$ cat src/rtl/vga_digit_update_ctrl_pkg.sv
// ---------------------------------------------------------------------------
// vga_digit_update_ctrl_pkg
//   Definitions shared by the digit update controller and the text unit:
//   FSM state encoding, the blank glyph code, default sizes and the
//   double-dabble nibble correction helper.
//   Ports: none (package).
// ---------------------------------------------------------------------------
package vga_digit_update_ctrl_pkg;

  localparam int IN_W_DEFAULT   = 16;
  localparam int DIGITS_DEFAULT = 5;

  // Glyph code the text unit renders as an empty cell.
  localparam logic [3:0] BLANK_CODE = 4'hF;

  typedef enum logic [2:0] {
    ST_IDLE    = 3'd0,
    ST_LOAD    = 3'd1,
    ST_CONVERT = 3'd2,
    ST_WAIT_VS = 3'd3,
    ST_COMMIT  = 3'd4
  } state_t;

  // Double-dabble correction: a nibble of 5..9 gets 3 added so that the
  // following left shift carries correctly into the next decimal digit.
  // Input never exceeds 9, so the 4-bit sum never overflows.
  function automatic logic [3:0] add3_nibble(input logic [3:0] nib);
    return (nib >= 4'd5) ? nib + 4'd3 : nib;
  endfunction

endpackage

$ cat src/rtl/vga_digit_update_ctrl_if.sv
// ---------------------------------------------------------------------------
// vga_digit_update_ctrl_if
//   Bundles the value strobe, vsync and the committed-digit outputs of the
//   digit update controller.
//   Signals:
//     value        binary value to display
//     value_valid  1-cycle strobe, value is new
//     vsync        vsync from vga_sync, synchronous to clk
//     bcd_digits   committed digits {d[DIGITS-1]..d[0]}
//     busy         conversion in progress or commit pending
//     update_done  1-cycle pulse when bcd_digits changes
//   Modports: master (value source / digit consumer), slave (controller).
// ---------------------------------------------------------------------------
interface vga_digit_update_ctrl_if
  import vga_digit_update_ctrl_pkg::*;
#(
  parameter int IN_W   = IN_W_DEFAULT,
  parameter int DIGITS = DIGITS_DEFAULT
);

  logic [IN_W-1:0]     value;
  logic                value_valid;
  logic                vsync;
  logic [4*DIGITS-1:0] bcd_digits;
  logic                busy;
  logic                update_done;

  modport master (
    output value, value_valid, vsync,
    input  bcd_digits, busy, update_done
  );

  modport slave (
    input  value, value_valid, vsync,
    output bcd_digits, busy, update_done
  );

endinterface

$ cat src/rtl/vga_digit_update_ctrl_bin2bcd_seq.sv
// ---------------------------------------------------------------------------
// vga_digit_update_ctrl_bin2bcd_seq
//   Iterative double-dabble converter, one bit per cycle.
//   Ports:
//     clk, rst_n  clock, asynchronous active-low reset
//     start       load src and begin a conversion (restarts any running one)
//     src         binary value to convert
//     done        high during the final iteration; result is valid from the
//                 following cycle and held until the next start
//     result      BCD digits {d[DIGITS-1]..d[0]}
// ---------------------------------------------------------------------------
module vga_digit_update_ctrl_bin2bcd_seq
  import vga_digit_update_ctrl_pkg::*;
#(
  parameter int IN_W   = IN_W_DEFAULT,
  parameter int DIGITS = DIGITS_DEFAULT
) (
  input  logic                clk,
  input  logic                rst_n,
  input  logic                start,
  input  logic [IN_W-1:0]     src,
  output logic                done,
  output logic [4*DIGITS-1:0] result
);

  localparam int SW = 4*DIGITS + IN_W;
  localparam int IW = (IN_W > 1) ? $clog2(IN_W) : 1;
  localparam logic [IW-1:0] LAST_ITER = IW'(IN_W - 1);

  logic [SW-1:0] shift_reg;
  logic [SW-1:0] adjusted;
  logic [IW-1:0] iter;
  logic          running;

  // Only the BCD field gets corrected; the binary field below it just shifts.
  always_comb begin
    adjusted = shift_reg;
    for (int k = 0; k < DIGITS; k++) begin
      adjusted[IN_W + 4*k +: 4] = add3_nibble(shift_reg[IN_W + 4*k +: 4]);
    end
  end

  always_ff @(posedge clk or negedge rst_n) begin
    if (!rst_n) begin
      shift_reg <= '0;
      iter      <= '0;
      running   <= 1'b0;
    end else if (start) begin
      shift_reg <= {{(4*DIGITS){1'b0}}, src};
      iter      <= '0;
      running   <= 1'b1;
    end else if (running) begin
      shift_reg <= {adjusted[SW-2:0], 1'b0};
      iter      <= iter + IW'(1);
      if (iter == LAST_ITER) begin
        running <= 1'b0;
      end
    end
  end

  assign done   = running && (iter == LAST_ITER);
  assign result = shift_reg[SW-1 -: 4*DIGITS];

endmodule

$ cat src/rtl/vga_digit_update_ctrl.sv
// ---------------------------------------------------------------------------
// vga_digit_update_ctrl
//   Converts a binary mouse value to BCD digits and commits them to the text
//   unit only on a vsync assertion edge, so a frame never mixes old and new
//   digits. A value arriving while busy is held (latest wins) and converted
//   after the current commit.
//   Ports:
//     clk    system clock (same as vga_sync)
//     rst_n  asynchronous active-low reset
//     bus    slave side of vga_digit_update_ctrl_if (value, value_valid,
//            vsync in; bcd_digits, busy, update_done out)
//   Parameters: IN_W, DIGITS, VSYNC_POL (1 = vsync active-high).
//   Build option: define LEADING_ZERO_BLANK_EN to show leading zeros as
//   BLANK_CODE (units digit is never blanked).
// ---------------------------------------------------------------------------
module vga_digit_update_ctrl
  import vga_digit_update_ctrl_pkg::*;
#(
  parameter int IN_W      = IN_W_DEFAULT,
  parameter int DIGITS    = DIGITS_DEFAULT,
  parameter int VSYNC_POL = 1
) (
  input  logic                    clk,
  input  logic                    rst_n,
  vga_digit_update_ctrl_if.slave  bus
);

  localparam logic POL = (VSYNC_POL != 0);

  state_t              state;
  state_t              state_next;
  logic                vsync_q;
  logic                vs_edge;
  logic [IN_W-1:0]     src_reg;
  logic [IN_W-1:0]     pend_val;
  logic                pending;
  logic                conv_done;
  logic [4*DIGITS-1:0] conv_result;
  logic [4*DIGITS-1:0] commit_val;
  logic [4*DIGITS-1:0] digits_reg;

  vga_digit_update_ctrl_bin2bcd_seq #(
    .IN_W   (IN_W),
    .DIGITS (DIGITS)
  ) u_bin2bcd (
    .clk    (clk),
    .rst_n  (rst_n),
    .start  (state == ST_LOAD),
    .src    (src_reg),
    .done   (conv_done),
    .result (conv_result)
  );

  // vsync_q resets to the active level so a vsync that is already active
  // when reset releases is not mistaken for a fresh frame edge.
  always_ff @(posedge clk or negedge rst_n) begin
    if (!rst_n) begin
      vsync_q <= POL;
    end else begin
      vsync_q <= bus.vsync;
    end
  end

  assign vs_edge = (vsync_q != POL) && (bus.vsync == POL);

  always_ff @(posedge clk or negedge rst_n) begin
    if (!rst_n) begin
      state <= ST_IDLE;
    end else begin
      state <= state_next;
    end
  end

  // A strobe landing in the COMMIT cycle counts as pending right away, so
  // COMMIT reloads on either a stored or a same-cycle value.
  always_comb begin
    state_next = state;
    case (state)
      ST_IDLE:    if (bus.value_valid) state_next = ST_LOAD;
      ST_LOAD:    state_next = ST_CONVERT;
      ST_CONVERT: if (conv_done) state_next = ST_WAIT_VS;
      ST_WAIT_VS: if (vs_edge) state_next = ST_COMMIT;
      ST_COMMIT:  state_next = (pending || bus.value_valid) ? ST_LOAD : ST_IDLE;
      default:    state_next = ST_IDLE;
    endcase
  end

  always_comb begin
    bus.busy        = (state != ST_IDLE);
    bus.update_done = (state == ST_COMMIT);
  end

  // Source and pending-value capture. In COMMIT a same-cycle strobe is newer
  // than anything stored, so it goes straight into src_reg.
  always_ff @(posedge clk or negedge rst_n) begin
    if (!rst_n) begin
      src_reg  <= '0;
      pend_val <= '0;
      pending  <= 1'b0;
    end else if (state == ST_COMMIT) begin
      if (bus.value_valid) begin
        src_reg <= bus.value;
      end else if (pending) begin
        src_reg <= pend_val;
      end
      pending <= 1'b0;
    end else if (state == ST_IDLE) begin
      if (bus.value_valid) begin
        src_reg <= bus.value;
      end
    end else if (bus.value_valid) begin
      pend_val <= bus.value;
      pending  <= 1'b1;
    end
  end

`ifdef LEADING_ZERO_BLANK_EN
  // Scan from the top digit down; zeros before the first nonzero digit are
  // blanked. The loop stops above d[0] so a zero value still shows "0".
  always_comb begin
    logic seen_nz;
    commit_val = conv_result;
    seen_nz    = 1'b0;
    for (int k = DIGITS - 1; k >= 1; k--) begin
      if (!seen_nz && (conv_result[4*k +: 4] == 4'd0)) begin
        commit_val[4*k +: 4] = BLANK_CODE;
      end else begin
        seen_nz = 1'b1;
      end
    end
  end
`else
  assign commit_val = conv_result;
`endif

  // Digits are written as the FSM enters COMMIT, so they change on the same
  // cycle update_done is high.
  always_ff @(posedge clk or negedge rst_n) begin
    if (!rst_n) begin
      digits_reg <= '0;
    end else if ((state == ST_WAIT_VS) && vs_edge) begin
      digits_reg <= commit_val;
    end
  end

  assign bus.bcd_digits = digits_reg;

endmodule

$ cat src/flat_wrapper.sv
// flat-port wrapper written by rule: the top's interface ports become plain ports
module vga_digit_update_ctrl_flat import vga_digit_update_ctrl_pkg::*;
#(
  parameter int IN_W      = IN_W_DEFAULT,
  parameter int DIGITS    = DIGITS_DEFAULT,
  parameter int VSYNC_POL = 1
)
  (clk, rst_n, bus_value, bus_value_valid, bus_vsync, bus_bcd_digits, bus_busy, bus_update_done);
  vga_digit_update_ctrl_if #(.IN_W(IN_W), .DIGITS(DIGITS)) bus_i ();
  input  logic clk;
  input  logic rst_n;
  input wire logic [$bits(bus_i.value)-1:0] bus_value;
  input wire logic [$bits(bus_i.value_valid)-1:0] bus_value_valid;
  input wire logic [$bits(bus_i.vsync)-1:0] bus_vsync;
  output wire logic [$bits(bus_i.bcd_digits)-1:0] bus_bcd_digits;
  output wire logic [$bits(bus_i.busy)-1:0] bus_busy;
  output wire logic [$bits(bus_i.update_done)-1:0] bus_update_done;
  assign bus_i.value = bus_value;
  assign bus_i.value_valid = bus_value_valid;
  assign bus_i.vsync = bus_vsync;
  assign bus_bcd_digits = bus_i.bcd_digits;
  assign bus_busy = bus_i.busy;
  assign bus_update_done = bus_i.update_done;
  vga_digit_update_ctrl #(.IN_W(IN_W), .DIGITS(DIGITS), .VSYNC_POL(VSYNC_POL)) u_core (.clk(clk), .rst_n(rst_n), .bus(bus_i));
endmodule
$ cat config.mk
export PLATFORM = sky130hd
export DESIGN_NAME = vga_digit_update_ctrl_flat
export DESIGN_NICKNAME = d
export VERILOG_FILES = /design/src/rtl/vga_digit_update_ctrl_pkg.sv /design/src/rtl/vga_digit_update_ctrl_if.sv /design/src/rtl/vga_digit_update_ctrl_bin2bcd_seq.sv /design/src/rtl/vga_digit_update_ctrl.sv /design/src/flat_wrapper.sv
export SDC_FILE = /design/constraint.sdc
export NUM_CORES = 1
export LEC_CHECK = 0
export CORE_MARGIN = 5
export CORE_UTILIZATION = 54
export CTS_BUF_LIST = sky130_fd_sc_hd__clkbuf_4 sky130_fd_sc_hd__clkbuf_8
export CTS_CLUSTER_DIAMETER = 200
export DETAILED_ROUTE_END_ITERATION = 8
export GPL_ROUTABILITY_DRIVEN = 1
export PLACE_DENSITY_LB_ADDON = 0.12
export SLEW_MARGIN = 5
export SYNTH_ARGS = -nofsm -noshare
export SYNTH_HDL_FRONTEND = slang
export SYNTH_HIERARCHICAL = 1
export SYNTH_SLANG_ARGS = --single-unit
$ cat constraint.sdc
create_clock -name clk -period 1.5 [get_ports clk]
set_input_delay 0.15 -clock clk [delete_from_list [all_inputs] [get_ports clk]]
set_output_delay 0.15 -clock clk [all_outputs]
set_load 0.02 [all_outputs]
==> results by stage <==
Outcome:
- The run finished, with violations left.
- The final reports fail on negative setup slack.

Worst hold path:
- Counting instances, the worst hold path has a depth of 1.
- The worst hold path belongs to the class input port to flip-flop.

Logic synthesis:
- The synthesized instance count is 382.
- The synthesized net count is just over 400.
- A synthesized cell averages about 12 um^2.
- The area fraction of the dominant cell type after synthesis is 0.518.
- The number of library cell types mapped by synthesis is 54.
- The sequential share of the synthesized area is 0.523.
- The synthesized design contains 0 enable-type register cells.
- The netlist area before placement is between 0.004 and 0.005 mm^2.
- For this run, the leading register cell type out of synthesis is dfrtp_1.
- Sorting the synthesized cells by area gives the leading types as dfrtp_1 52%, mux2_2 12%, mux2_4 6.4%, mux2i_1 3.6%, ha_1 2.9%.
- In this run, synthesis produced a sequential element count of 98.
- The proportion of synthesized flip-flops having asynchronous set or reset is 1.00.
- The synthesis warning total is 6.
- The dominant cell type by area after synthesis is dfrtp_1.

Place:
- The number of buffers inserted by port buffering is a little over 40.
- The count of placed standard cells including taps is about 540.
- At the end of routability-driven placement, the weighted congestion stood at about 0.79.
- After legalization and detailed placement, the total HPWL measured ~5800 um.

Clock tree:
- The clock input transition at the sequential cells of the worst setup and hold paths is roughly 0.1 ns.
- TritonCTS built the clock tree.
- The clock insertion delay at the later pin of the skew report is approximately 0.36 ns.
- The clock drives a little under 100 sinks.
- The H-tree was split into 3 levels.
- In this run, CTS created clock tree buffers numbering 9.
- The clock root buffer is clkbuf_8.
- The number of buffers on the longest clock path is 2.

Layout:
- The utilization after layout is 0.734.
- Once layout is complete, the cells apart from fillers number 580.
- The top cell types in the final layout, fill and taps aside, are 94 x dfrtp_1, 48 x mux2_2, 29 x buf_4, 21 x clkdlybuf4s50_1, 21 x mux2_4.
- The synthesis-to-layout area growth is 34.6%.
- The register with the most flip-flops in the layout has 36 of them.
- The most common cell after layout, fill and taps aside is dfrtp_1.
- In the final layout, the share of cells above drive strength 1 is 0.451.
- The number of antenna diodes is 0.
- The number of nets in the final layout is 498.

STA:
- The final hold violation count is 0.
- In the final timing run, aggregate negative setup slack is -0.557 ns.
- The transition time at the pin with the least slew margin is 0.460 ns.
- The worst clock skew is between 0.009 and 0.01 ns.
- In the finished design, the share of the clock period the worst path needs comes to 1.04.
- After layout, the worst setup slack is -0.0627 ns.
- In this run the tightest slew margin relative to its limit is 0.693.
- The number of setup violations in the final report is 27.
- The count of pins over their slew limit came to 0.
- Timing would allow up to roughly 640 MHz.
- Setup repair after global routing could not meet its margin everywhere.
- The smallest clock period supported by the final layout is computed as ~1.6 ns.

Floorplan:
- The region available for standard cell placement spans 0.00859 mm^2.
- The die outline area is about 0.011 mm^2.
- The initial utilization of the core area, before any placement, comes to 0.546.
- The floorplan step set the die height to 103 um.
- Pin placement for this block handled 42 I/O pins.
- The number of cell rows is 34.
- From left edge to right edge, the die measures 103 um.

Drt:
- The number of vias after detailed routing is between 3000 and 4000.
- The vias per cell is around 5.5.
- The first routing iteration left between 90 and 100 violations.
- The number of detailed-route iterations in the first pass is 4.
- The residual DRC count is 0.
- The detail-routed net length per standard cell is about 16 um.
- In this run the remaining antenna-violating nets after routing total 0.
- The routed design has ~9400 um of wire.

Worst setup path:
- The type of element launching the critical path is a flip-flop.
- The number of cells on the worst reg-to-reg path is 6.
- The largest fanout on the critical path is 7.
- The worst setup path is captured at a flip-flop.
- The data arrival time of the critical path is between 1.5 and 2 ns.
- The worst setup path is of the flip-flop to flip-flop kind.
- The required time reported for the critical path endpoint is approximately 1.8 ns.

Power and ir drop:
- The reported leakage power is around 0.0031 uW.
- The power density of the placed cells is ~2000 mW/mm^2.
- The largest voltage drop on the vdd net is between 0.9 and 1 mV.
- The design draws around 12000 uW.

GRT:
- The via count of the first global-routing pass is roughly 3100.
- The wire length of the first global-routing pass is between 10000 and 15000 um.
- The remaining global-route overflow is 0.
- Across every metal layer, demand over resource in global routing totals 0.177.
- Entering global routing, the biggest net connects 36 pins.
- The number of antenna violations at the first check in global routing is 0.

Job:
- The count of max-cap constraint violations is 0.
==> report_power, final <==
| part | internal, uW | switching [uW] | leakage [uW] | total, uW |
|---|---|---|---|---|
| combinational | 3310 | 2620 | 0.00181 | 5930 |
| sequential | 3770 | 915 | 0.00121 | 4680 |
| clock | 786 | 936 | 0.0000966 | 1720 |
| total | 7870 | 4470 | 0.00311 | 12300 |
==> logic make-up after synthesis <==
kind of cell             share of synthesized area
buffers and inverters                       0.0446
XOR/XNOR                                   0.00934
multiplexers                                 0.218
adder cells (fa/ha/maj)                     0.0293
AO/OA/AOI/OAI                               0.0905
flip-flops                                   0.523
AND/OR/NAND/NOR                             0.0851
==> final timing paths <==
kind | from | to | slack [ns]
worst max-delay path | u_core/state[1]$_DFFE_PN0P_ | u_core/u_bin2bcd/shift_reg[21]$_DFFE_PN0P_ | -0.06
worst min-delay path | bus_vsync | u_core/vsync_q$_DFF_PN1_ | 0.23
max in group asynchronous | rst_n | u_core/vsync_q$_DFF_PN1_ | 0.63
worst max register to register | u_core/state[1]$_DFFE_PN0P_ | u_core/u_bin2bcd/shift_reg[21]$_DFFE_PN0P_ | -0.06
min in group asynchronous | rst_n | u_core/u_bin2bcd/shift_reg[11]$_DFFE_PN0P_ | 0.28
worst min register to register | u_core/bus.bcd_digits[12]$_DFFE_PN0P_ | u_core/bus.bcd_digits[12]$_DFFE_PN0P_ | 0.50
==> worst max-delay path, stage by stage, from the launching register on <==
cell and delay, ns:
dfrtp_1 0.43, buf_6 0.13, nor3b_4 0.04, buf_6 0.14, buf_4 0.13, or4_4 0.51, o311ai_2 0.08
==> synthesized netlist by cell type (6+ instances only) <==
library cell	instances
o21ai_0	26
mux2i_1	17
a21oi_1	13
nand2_1	26
ha_1	11
mux2_4	20
inv_1	17
buf_2	10
nor2_1	12
nand3_1	6
mux2_2	49
dfrtp_1	97
nand2b_1	9
==> per-stage QoR <==
stage	worst slack [ns]	hold WS, ns	instance area [um^2]
final	-0.0627	0.225	6310
after global placement	-0.176	0.135	5450
after detailed placement	-0.220	0.134	5450
after global routing	-0.0952	0.218	6310
after CTS	-0.0418	0.208	5800
after floorplan	-0.0182	-0.146	4700
==> layout make-up <==
cell class | instances | area (um^2)
flip-flops and latches | 98 | 2460
clock inverters | 7 | 76.3
inverters | 18 | 67.6
clock buffers | 9 | 124
multi-input cells | 245 | 2320
fillers | 592 | 2280
well taps | 108 | 135
repair buffers | 95 | 1130
==> routing by layer <==
metal  share of wire  track usage
met1            0.43        0.234
met2            0.52        0.293
met3           0.036       0.0295
met4           0.014       0.0687
met5               0            0
==> timing repair <==
action,4_1_cts,5_1_grt
resized for setup,25,103
gates cloned,1,6
setup endpoints to repair,9,80
hold buffers,1,0
endpoints found under the hold margin,31,0
buffers inserted,7,6
pin swaps,4,16
(Power assumes the default switching activity.)
